$ cat src/rtl/mem_access_ctrl.sv
// MEM-stage data-memory sequencer: issues one load/store at a time on a req/ack port; min 2 stall cycles, +1 per ack-delay cycle.
// Back-pressure: stall_out freezes PC..EX/MEM while issuing/waiting; misaligned accesses flag an error without stalling.
module mem_access_ctrl #(
    parameter int TIMEOUT_CYCLES = 255
) (
    input  logic        clk,
    input  logic        rst,
    input  logic        MemRead_in,
    input  logic        MemWrite_in,
    input  logic [31:0] ALU_in,
    input  logic [31:0] store_data_in,
    input  logic [2:0]  funct3_in,
    output logic        stall_out,
    output logic [31:0] load_data_out,
    output logic        load_valid_out,
    output logic        misalign_err_out,
    output logic        bus_err_out,
    output logic        dm_req,
    output logic        dm_we,
    output logic [31:0] dm_addr,
    output logic [3:0]  dm_be,
    output logic [31:0] dm_wdata,
    input  logic        dm_ack,
    input  logic [31:0] dm_rdata
);

    localparam logic [1:0] ST_IDLE = 2'd0;
    localparam logic [1:0] ST_WAIT = 2'd1;
    localparam logic [1:0] ST_DONE = 2'd2;

    localparam logic       TMO_EN   = (TIMEOUT_CYCLES != 0);
    localparam logic [7:0] TMO_LAST = TMO_EN ? 8'(TIMEOUT_CYCLES - 1) : 8'd0;

    logic [1:0]  state_q, state_d;
    logic [31:0] addr_q, addr_d;
    logic        we_q, we_d;
    logic [3:0]  be_q, be_d;
    logic [31:0] wdata_q, wdata_d;
    logic [2:0]  f3_q, f3_d;
    logic [1:0]  off_q, off_d;
    logic [7:0]  tmo_q, tmo_d;
    logic        err_q, err_d;
    logic [31:0] ldata_q, ldata_d;

    logic        in_idle, in_wait, in_done;
    logic        access, sz_byte, sz_half, misaligned, start;
    logic [3:0]  be_new;
    logic [31:0] wdata_new;
    logic [7:0]  rd_byte;
    logic [15:0] rd_half;
    logic [31:0] rd_ext;

    assign in_idle = (state_q == ST_IDLE);
    assign in_wait = (state_q == ST_WAIT);
    assign in_done = (state_q == ST_DONE);

    // funct3[1:0] encodes size: 00 byte, 01 half, anything else behaves as a word.
    always_comb begin
        access     = MemRead_in | MemWrite_in;
        sz_byte    = (funct3_in[1:0] == 2'b00);
        sz_half    = (funct3_in[1:0] == 2'b01);
        misaligned = (sz_half & ALU_in[0]) |
                     (~sz_byte & ~sz_half & (ALU_in[1:0] != 2'b00));
        start      = in_idle & access & ~misaligned;
    end

    always_comb begin
        be_new    = 4'b1111;
        wdata_new = store_data_in;
        if (MemWrite_in) begin
            if (sz_byte) begin
                be_new    = 4'b0001 << ALU_in[1:0];
                wdata_new = {4{store_data_in[7:0]}};
            end else if (sz_half) begin
                be_new    = ALU_in[1] ? 4'b1100 : 4'b0011;
                wdata_new = {2{store_data_in[15:0]}};
            end
        end
    end

    always_comb begin
        rd_byte = dm_rdata[8*off_q +: 8];
        rd_half = off_q[1] ? dm_rdata[31:16] : dm_rdata[15:0];
        case (f3_q)
            3'b000:  rd_ext = {{24{rd_byte[7]}}, rd_byte};
            3'b001:  rd_ext = {{16{rd_half[15]}}, rd_half};
            3'b100:  rd_ext = {24'd0, rd_byte};
            3'b101:  rd_ext = {16'd0, rd_half};
            default: rd_ext = dm_rdata;
        endcase
    end

    always_comb begin
        state_d = state_q;
        addr_d  = addr_q;
        we_d    = we_q;
        be_d    = be_q;
        wdata_d = wdata_q;
        f3_d    = f3_q;
        off_d   = off_q;
        tmo_d   = tmo_q;
        err_d   = err_q;
        ldata_d = ldata_q;
        case (state_q)
            ST_IDLE: begin
                if (start) begin
                    state_d = ST_WAIT;
                    addr_d  = {ALU_in[31:2], 2'b00};
                    we_d    = MemWrite_in;
                    be_d    = be_new;
                    wdata_d = wdata_new;
                    f3_d    = funct3_in;
                    off_d   = ALU_in[1:0];
                    tmo_d   = 8'd0;
                    err_d   = 1'b0;
                end
            end
            ST_WAIT: begin
                // An ack on the final allowed cycle still wins over the timeout.
                if (dm_ack) begin
                    state_d = ST_DONE;
                    if (!we_q) ldata_d = rd_ext;
                end else if (TMO_EN && (tmo_q == TMO_LAST)) begin
                    state_d = ST_DONE;
                    err_d   = 1'b1;
                    if (!we_q) ldata_d = 32'd0;
                end else if (tmo_q != 8'hFF) begin
                    tmo_d = tmo_q + 8'd1;
                end
            end
            ST_DONE: begin
                state_d = ST_IDLE;
            end
            default: begin
                state_d = ST_IDLE;
            end
        endcase
    end

    always_ff @(posedge clk or negedge rst) begin
        if (!rst) begin
            state_q <= ST_IDLE;
            addr_q  <= 32'd0;
            we_q    <= 1'b0;
            be_q    <= 4'd0;
            wdata_q <= 32'd0;
            f3_q    <= 3'd0;
            off_q   <= 2'd0;
            tmo_q   <= 8'd0;
            err_q   <= 1'b0;
            ldata_q <= 32'd0;
        end else begin
            state_q <= state_d;
            addr_q  <= addr_d;
            we_q    <= we_d;
            be_q    <= be_d;
            wdata_q <= wdata_d;
            f3_q    <= f3_d;
            off_q   <= off_d;
            tmo_q   <= tmo_d;
            err_q   <= err_d;
            ldata_q <= ldata_d;
        end
    end

    // Input-driven outputs are gated by reset so an in-flight access vanishes the moment reset hits.
    assign stall_out        = rst & (start | in_wait);
    assign misalign_err_out = rst & in_idle & access & misaligned;
    assign dm_req           = in_wait;
    assign dm_we            = in_wait & we_q;
    assign dm_addr          = addr_q;
    assign dm_be            = be_q;
    assign dm_wdata         = wdata_q;
    assign load_valid_out   = in_done & ~we_q;
    assign bus_err_out      = in_done & err_q;
    assign load_data_out    = ldata_q;

endmodule

$ cat config.mk
export PLATFORM = sky130hd
export DESIGN_NAME = mem_access_ctrl
export DESIGN_NICKNAME = d
export VERILOG_FILES = /design/src/rtl/mem_access_ctrl.sv
export SDC_FILE = /design/constraint.sdc
export NUM_CORES = 1
export LEC_CHECK = 0
export CAP_MARGIN = 0
export CORE_MARGIN = 3
export CORE_UTILIZATION = 30
export CTS_BUF_LIST = sky130_fd_sc_hd__clkbuf_8
export DETAILED_ROUTE_END_ITERATION = 10
export PLACE_DENSITY = 0.57
export SETUP_SLACK_MARGIN = 0.2
export SYNTH_ARGS = -nofsm -noshare
export SYNTH_HDL_FRONTEND = slang
export SYNTH_SLANG_ARGS = --single-unit
export TNS_END_PERCENT = 20
$ cat constraint.sdc
create_clock -name clk -period 3.08 [get_ports clk]
set_clock_uncertainty 0.1 [all_clocks]
set_input_delay 0.77 -clock clk [delete_from_list [all_inputs] [get_ports clk]]
set_output_delay 0.77 -clock clk [all_outputs]
set_load 0.02 [all_outputs]
==> flow_metrics.py, run 1 <==
metrics = {
    "yosys": {
        "synth_top_area_cell": "dfrtp_1",
        "yosys.area_share.simple_pct": 20.1,
        "synth_compound_area_share_pct": 15.2,
        "synthCells": 569,
        "synth_mux_area_share_pct": 6.60,
        "synth_seq_cells": 115,
        "async_reset_ff_share_pct": 100,
        "yosys-top-cells-area": "dfrtp_1 53%, nand2_1 12%, mux2i_1 4.6%",
        "synth_xor_area_share_pct": 0.640,
        "ys_types": 53,
        "yosysSeqAreaShare_pct": 52.5,
        "synth_top_cell_area_share_pct": 52.5,
        "synth_area_per_cell_sq_um": 9.63,
        "netlist_area_sq_um": 5480,
        "synth_top_family_by_area": "simple AND/OR/NAND/NOR gates",
        "synth_edf_count": 0,
        "synth_ff_type": "dfrtp_1",
        "yosys_warnings": 0,
        "synthAdderAreaFrac_pct": 0.457,
    },
    "setup_path": {
        "worstPathArrival_ps": 2020,
        "critPathRequiredTime_ps": 2210,
        "cp-start-kind": "input pin",
        "crit_path_max_fanout": 3,
        "path_class": "input pin to output pin",
        "cp-end-kind": "output pin",
    },
    "finish": {
        "design_area_sq_um": 8220,
        "final_cells": 1014,
        "drive_gt1_share_pct": 9.13,
        "syn_to_final_growth_pct": 50.0,
        "final_cell_mix": "203 x clkdlybuf4s50_1, 175 x nand2_1, 114 x dfrtp_1",
        "final_common_cell": "clkdlybuf4s50_1",
        "n_antenna_cell": 0,
        "nets": 883,
    },
    "grt": {
        "grt_pass1_wl_microns": 27800,
        "grt_overflow": 0,
        "antenna_found_initial": 0,
        "grt_max_degree": 80,
        "grt_use_total_pct": 17.8,
        "grt_pass1_vias": 5132,
    },
    "cts": {
        "clkLatencyLatePin_ps": 430,
        "cts_htree_levels": 4,
        "cts_tree": "built",
        "holdBufCountCts": 0,
        "root_buffer": "clkbuf_8",
        "cts_setup_buffers": 0,
        "numCtsBuffers": 17,
        "cts.sinks": 115,
        "clk_pin_slew_ps": 60,
        "clockBufferDepth": 2,
    },
    "drt": {
        "avgViaCountPerCell": 4.93,
        "wirelength_microns": 17300,
        "first_iter_violations": 179,
        "ant_nets": 0,
        "vias": 4996,
        "first_pass_iters": 4,
        "wire_per_inst_microns": 17.1,
        "post-route-drc-count": 0,
    },
    "sta": {
        "finalCriticalPeriod_ps": 2890,
        "tns_ps": 0,
        "relSlewSlack_pct": 39.3,
        "slew_viol_final": 0,
        "fin_hold_ws_ps": 378,
        "setup_viol": 0,
        "min_period_over_period_pct": 93.8,
        "finalHoldViolations": 0,
        "fmax_ghz": 0.346,
        "rsz0062_at_grt": "true",
        "worst_slew_pin_slew_ps": 904,
    },
    "placement": {
        "dp.cells": 983,
        "port_buffers": 207,
        "routabilityCongestion": 0.810,
        "dpl-instance-area_sq_um": 7820,
        "dp_hpwl_microns": 12700,
    },
    "floorplanning": {
        "core_area_sq_um": 17600,
        "rows": 48,
        "start_util_pct": 31.1,
        "dieArea_sq_um": 19900,
        "die_w_microns": 141,
        "die_h_microns": 141,
        "ios": 210,
    },
    "power_and_ir_drop": {
        "p_leak_uw": 0.00362,
        "vdd_drop_max_mv": 0.505,
        "p_per_area_nw_per_um2": 868,
        "power_uw": 7130,
    },
    "flow_run": {
        "drv_cap": 0,
    },
    "run_status": {
        "status": "completed",
    },
    "hold_path": {
        "hold_class": "flip-flop to flip-flop",
    },
}
## power breakdown
group	internal [uW]	total [uW]	switching (uW)
clock	767	1380	617
sequential	2090	2510	422
combinational	1570	3240	1670
total	4430	7130	2700
## final cells by class
| class | count | area (sq um) |
|---|---|---|
| timing repair buffer | 226 | 2240 |
| inverter | 12 | 45.0 |
| tap | 225 | 282 |
| clock inverter | 11 | 113 |
| sequential | 115 | 2880 |
| multi-input combinational | 405 | 2390 |
| clock buffer | 20 | 275 |
| fill | 1666 | 9380 |
## kinds of logic after synthesis
logic type,after synthesis
AOI/OAI and AO/OA,116
xor gates and xnor gates,4
adders and majority gates,2
buffers and inverters,50
DFF,115
muxes,34
other,1
and+or+nand+nor,247
## per-layer routing
metal	track usage, %	up-vias	routed length [microns]
met5	0	-	0
met4	5.30	0	202
met3	9.74	19	2180
met2	27.5	218	7850
met1	21.2	2378	7070
li1	-	2381	-
## synthesized netlist by cell type, types with 8 or more instances
cell      instances
a21oi_1          15
inv_1            12
nand2b_1         11
clkbuf_1         13
o21ai_0          25
nor2_1           29
dfrtp_1         115
a32o_1            8
a221o_1          16
mux2i_1          25
nand2_1         175
o22ai_1          12
buf_2            15
a31oi_1          10
## registers in the layout (all words and copies together), names as in the netlist
name           cells
dm_wdata          32
load_data_out     32
dm_addr           30
tmo_q              8
dm_be              4
f3_q               3
off_q              2
state_q            2
err_q              1
we_q               1
## repair_timing
action                                  CTS  global route
gates resized for setup                   3             3
endpoints found under the hold margin     0             0
endpoints found under the setup margin    4             4
## stage by stage
step / utilization, % / setup WS, ps
final: 46.7 / 190
after global routing: 46.7 / 40.7
after CTS: 46.7 / 55.4
after detailed placement: 44.4 / 34.1
after global placement: 44.4 / 70.6
after floorplan: - / 241
## worst max-delay path, cell delays in order
cell	delay, ps
clkdlybuf4s50_1	450
o21ai_1	180
buf_4	150
o2111ai_4	100
a21boi_1	190
buf_4	180
## worst paths after layout
kind	start	endpoint	slack (ps)	cells past startpoint
worst max-delay path	funct3_in[1]	stall_out	190	6
worst max register to register	tmo_q[0]	load_data_out[5]	1000	6
worst min-delay path	dm_addr[13]	dm_addr[13]	380	2
worst min register to register	dm_addr[13]	dm_addr[13]	380	2
max in group asynchronous	rst	dm_addr[28]	1190	3
min in group asynchronous	rst	state_q[1]	420	2
Power figures use the tool's default switching activity.
==> run 2, diff against run 1 <==
Settings changed: CORE_UTILIZATION 30 to 49, PLACE_DENSITY 0.57 to not set, PLACE_DENSITY_LB_ADDON set to 0.25.
==> flow_metrics.py, run 2 (same netlist as run 1, synthesis figures left out) <==
metrics = {
    "sta": {
        "setup_viol": 0,
        "fmax_ghz": 0.352,
        "fin_hold_ws_ps": 376,
        "relSlewSlack_pct": 37.3,
        "slew_viol_final": 0,
        "finalCriticalPeriod_ps": 2840,
        "tns_ps": 0,
        "worst_slew_pin_slew_ps": 933,
        "rsz0062_at_grt": "true",
        "min_period_over_period_pct": 92.2,
        "finalHoldViolations": 0,
    },
    "drt": {
        "avgViaCountPerCell": 5.51,
        "first_pass_iters": 5,
        "wire_per_inst_microns": 18.7,
        "ant_nets": 0,
        "first_iter_violations": 259,
        "vias": 5095,
        "post-route-drc-count": 0,
        "wirelength_microns": 17200,
    },
    "finish": {
        "drive_gt1_share_pct": 9.26,
        "n_antenna_cell": 0,
        "finish.utilization_pct": 76.7,
        "nets": 882,
        "final_cell_mix": "201 x clkdlybuf4s50_1, 175 x nand2_1, 115 x dfrtp_1",
        "final_cells": 924,
        "syn_to_final_growth_pct": 48.4,
        "final_common_cell": "clkdlybuf4s50_1",
        "fill_cells": 728,
    },
    "setup_path": {
        "critPathRequiredTime_ps": 2210,
        "worstPathArrival_ps": 1970,
        "reg2regPathDepth": 4,
        "timing.rr.start": "f3_q[0]",
        "slowest_delay_ps": 540,
        "cp-start-kind": "input pin",
        "rr_endpoint": "load_data_out[25]",
        "cp-end-kind": "output pin",
        "path_class": "input pin to output pin",
        "r2r_slack_ps": 990,
        "path_cells": "clkdlybuf4s50_1, o21ai_4, o2111ai_4, a21boi_2, buf_4",
        "crit_slowest_cell": "clkdlybuf4s50_1",
        "crit_path_max_fanout": 3,
    },
    "grt": {
        "grt_pass1_vias": 5147,
        "grt_pass1_wl_microns": 27500,
        "grt_use_total_pct": 27.9,
        "grt_overflow": 0,
        "grt_max_degree": 80,
        "antenna_found_initial": 1,
    },
    "cts": {
        "clockBufferDepth": 2,
        "clkLatencyLatePin_ps": 420,
        "root_buffer": "clkbuf_8",
        "cts_tree": "built",
        "cts.sinks": 115,
        "cts_setup_buffers": 0,
        "numCtsBuffers": 17,
        "clk_pin_slew_ps": 70,
        "holdBufCountCts": 0,
        "cts_htree_levels": 4,
    },
    "power_and_ir_drop": {
        "vdd_drop_max_mv": 0.567,
        "p_per_area_nw_per_um2": 893,
        "p_leak_uw": 0.00364,
        "power_uw": 7260,
    },
    "floorplanning": {
        "die_w_microns": 112,
        "start_util_pct": 51.7,
        "die_h_microns": 112,
        "ios": 210,
        "dieArea_sq_um": 12500,
        "rows": 37,
        "core_area_sq_um": 10600,
    },
    "placement": {
        "dp_hpwl_microns": 12400,
        "dp.cells": 893,
        "port_buffers": 207,
        "routabilityCongestion": 0.862,
    },
    "hold_path": {
        "holdPathEnd": "dm_addr[4]",
        "min_from": "dm_addr[4]",
        "hold_path_depth": 2,
        "hold_class": "flip-flop to flip-flop",
    },
    "run_status": {
        "status": "completed",
    },
    "flow_run": {
        "drv_cap": 0,
    },
}
==> run 2: report_power, final <==
part	internal, uW	total, uW	switching (uW)	leakage [uW]
clock network	875	1480	607	0.000211
registers	2090	2520	424	0.00143
logic	1560	3260	1700	0.00200
==> run 2: worst max path at each step <==
stage,startpoint,depth (start not counted),end,slack [ps]
after floorplan,funct3_in[0],4,stall_out,240
after global placement,ALU_in[0],5,stall_out,-340
after detailed placement,funct3_in[0],5,stall_out,-390
after CTS,funct3_in[1],6,stall_out,140
after global routing,funct3_in[0],5,stall_out,220
final,ALU_in[0],5,stall_out,240
==> run 2: routing by layer <==
metal | up-vias | wire [microns] | share of wire, % | GRT usage [%]
met5 | - | 11 | 0.064 | 0
met4 | 2 | 274 | 1.6 | 9.00
met3 | 28 | 1620 | 9.4 | 10.2
met2 | 224 | 8560 | 50 | 46.0
met1 | 2461 | 6780 | 39 | 34.2
li1 | 2380 | - | - | -
==> run 2: timing repair <==
action / CTS / global route
cloned: 0 / 0
pin swaps: 0 / 1
setup endpoints to repair: 3 / 2
resized for setup: 12 / 7
==> run 2: stage by stage <==
stage	worst slack (ps)	cell area (sq um)
finish	240	8130
global route	216	8130
CTS	141	8110
detailed placement	-390	7690
global placement	-345	7690
floorplan	241	5480
==> run 2: layout make-up <==
cell class	instances	area, sq um	share of cell area, %
Sequential cell	115	2880	35.4
Multi-Input combinational cell	405	2400	29.5
Timing Repair Buffer	225	2220	27.3
Clock buffer	21	289	3.56
Tap cell	136	170	2.09
Clock inverter	10	131	1.62
Inverter	12	45.0	0.554
==> run 2: critical path: cells and delay by family <==
family,cells,cell delay [ps]
compound gates,3,480
buf+inv,2,700
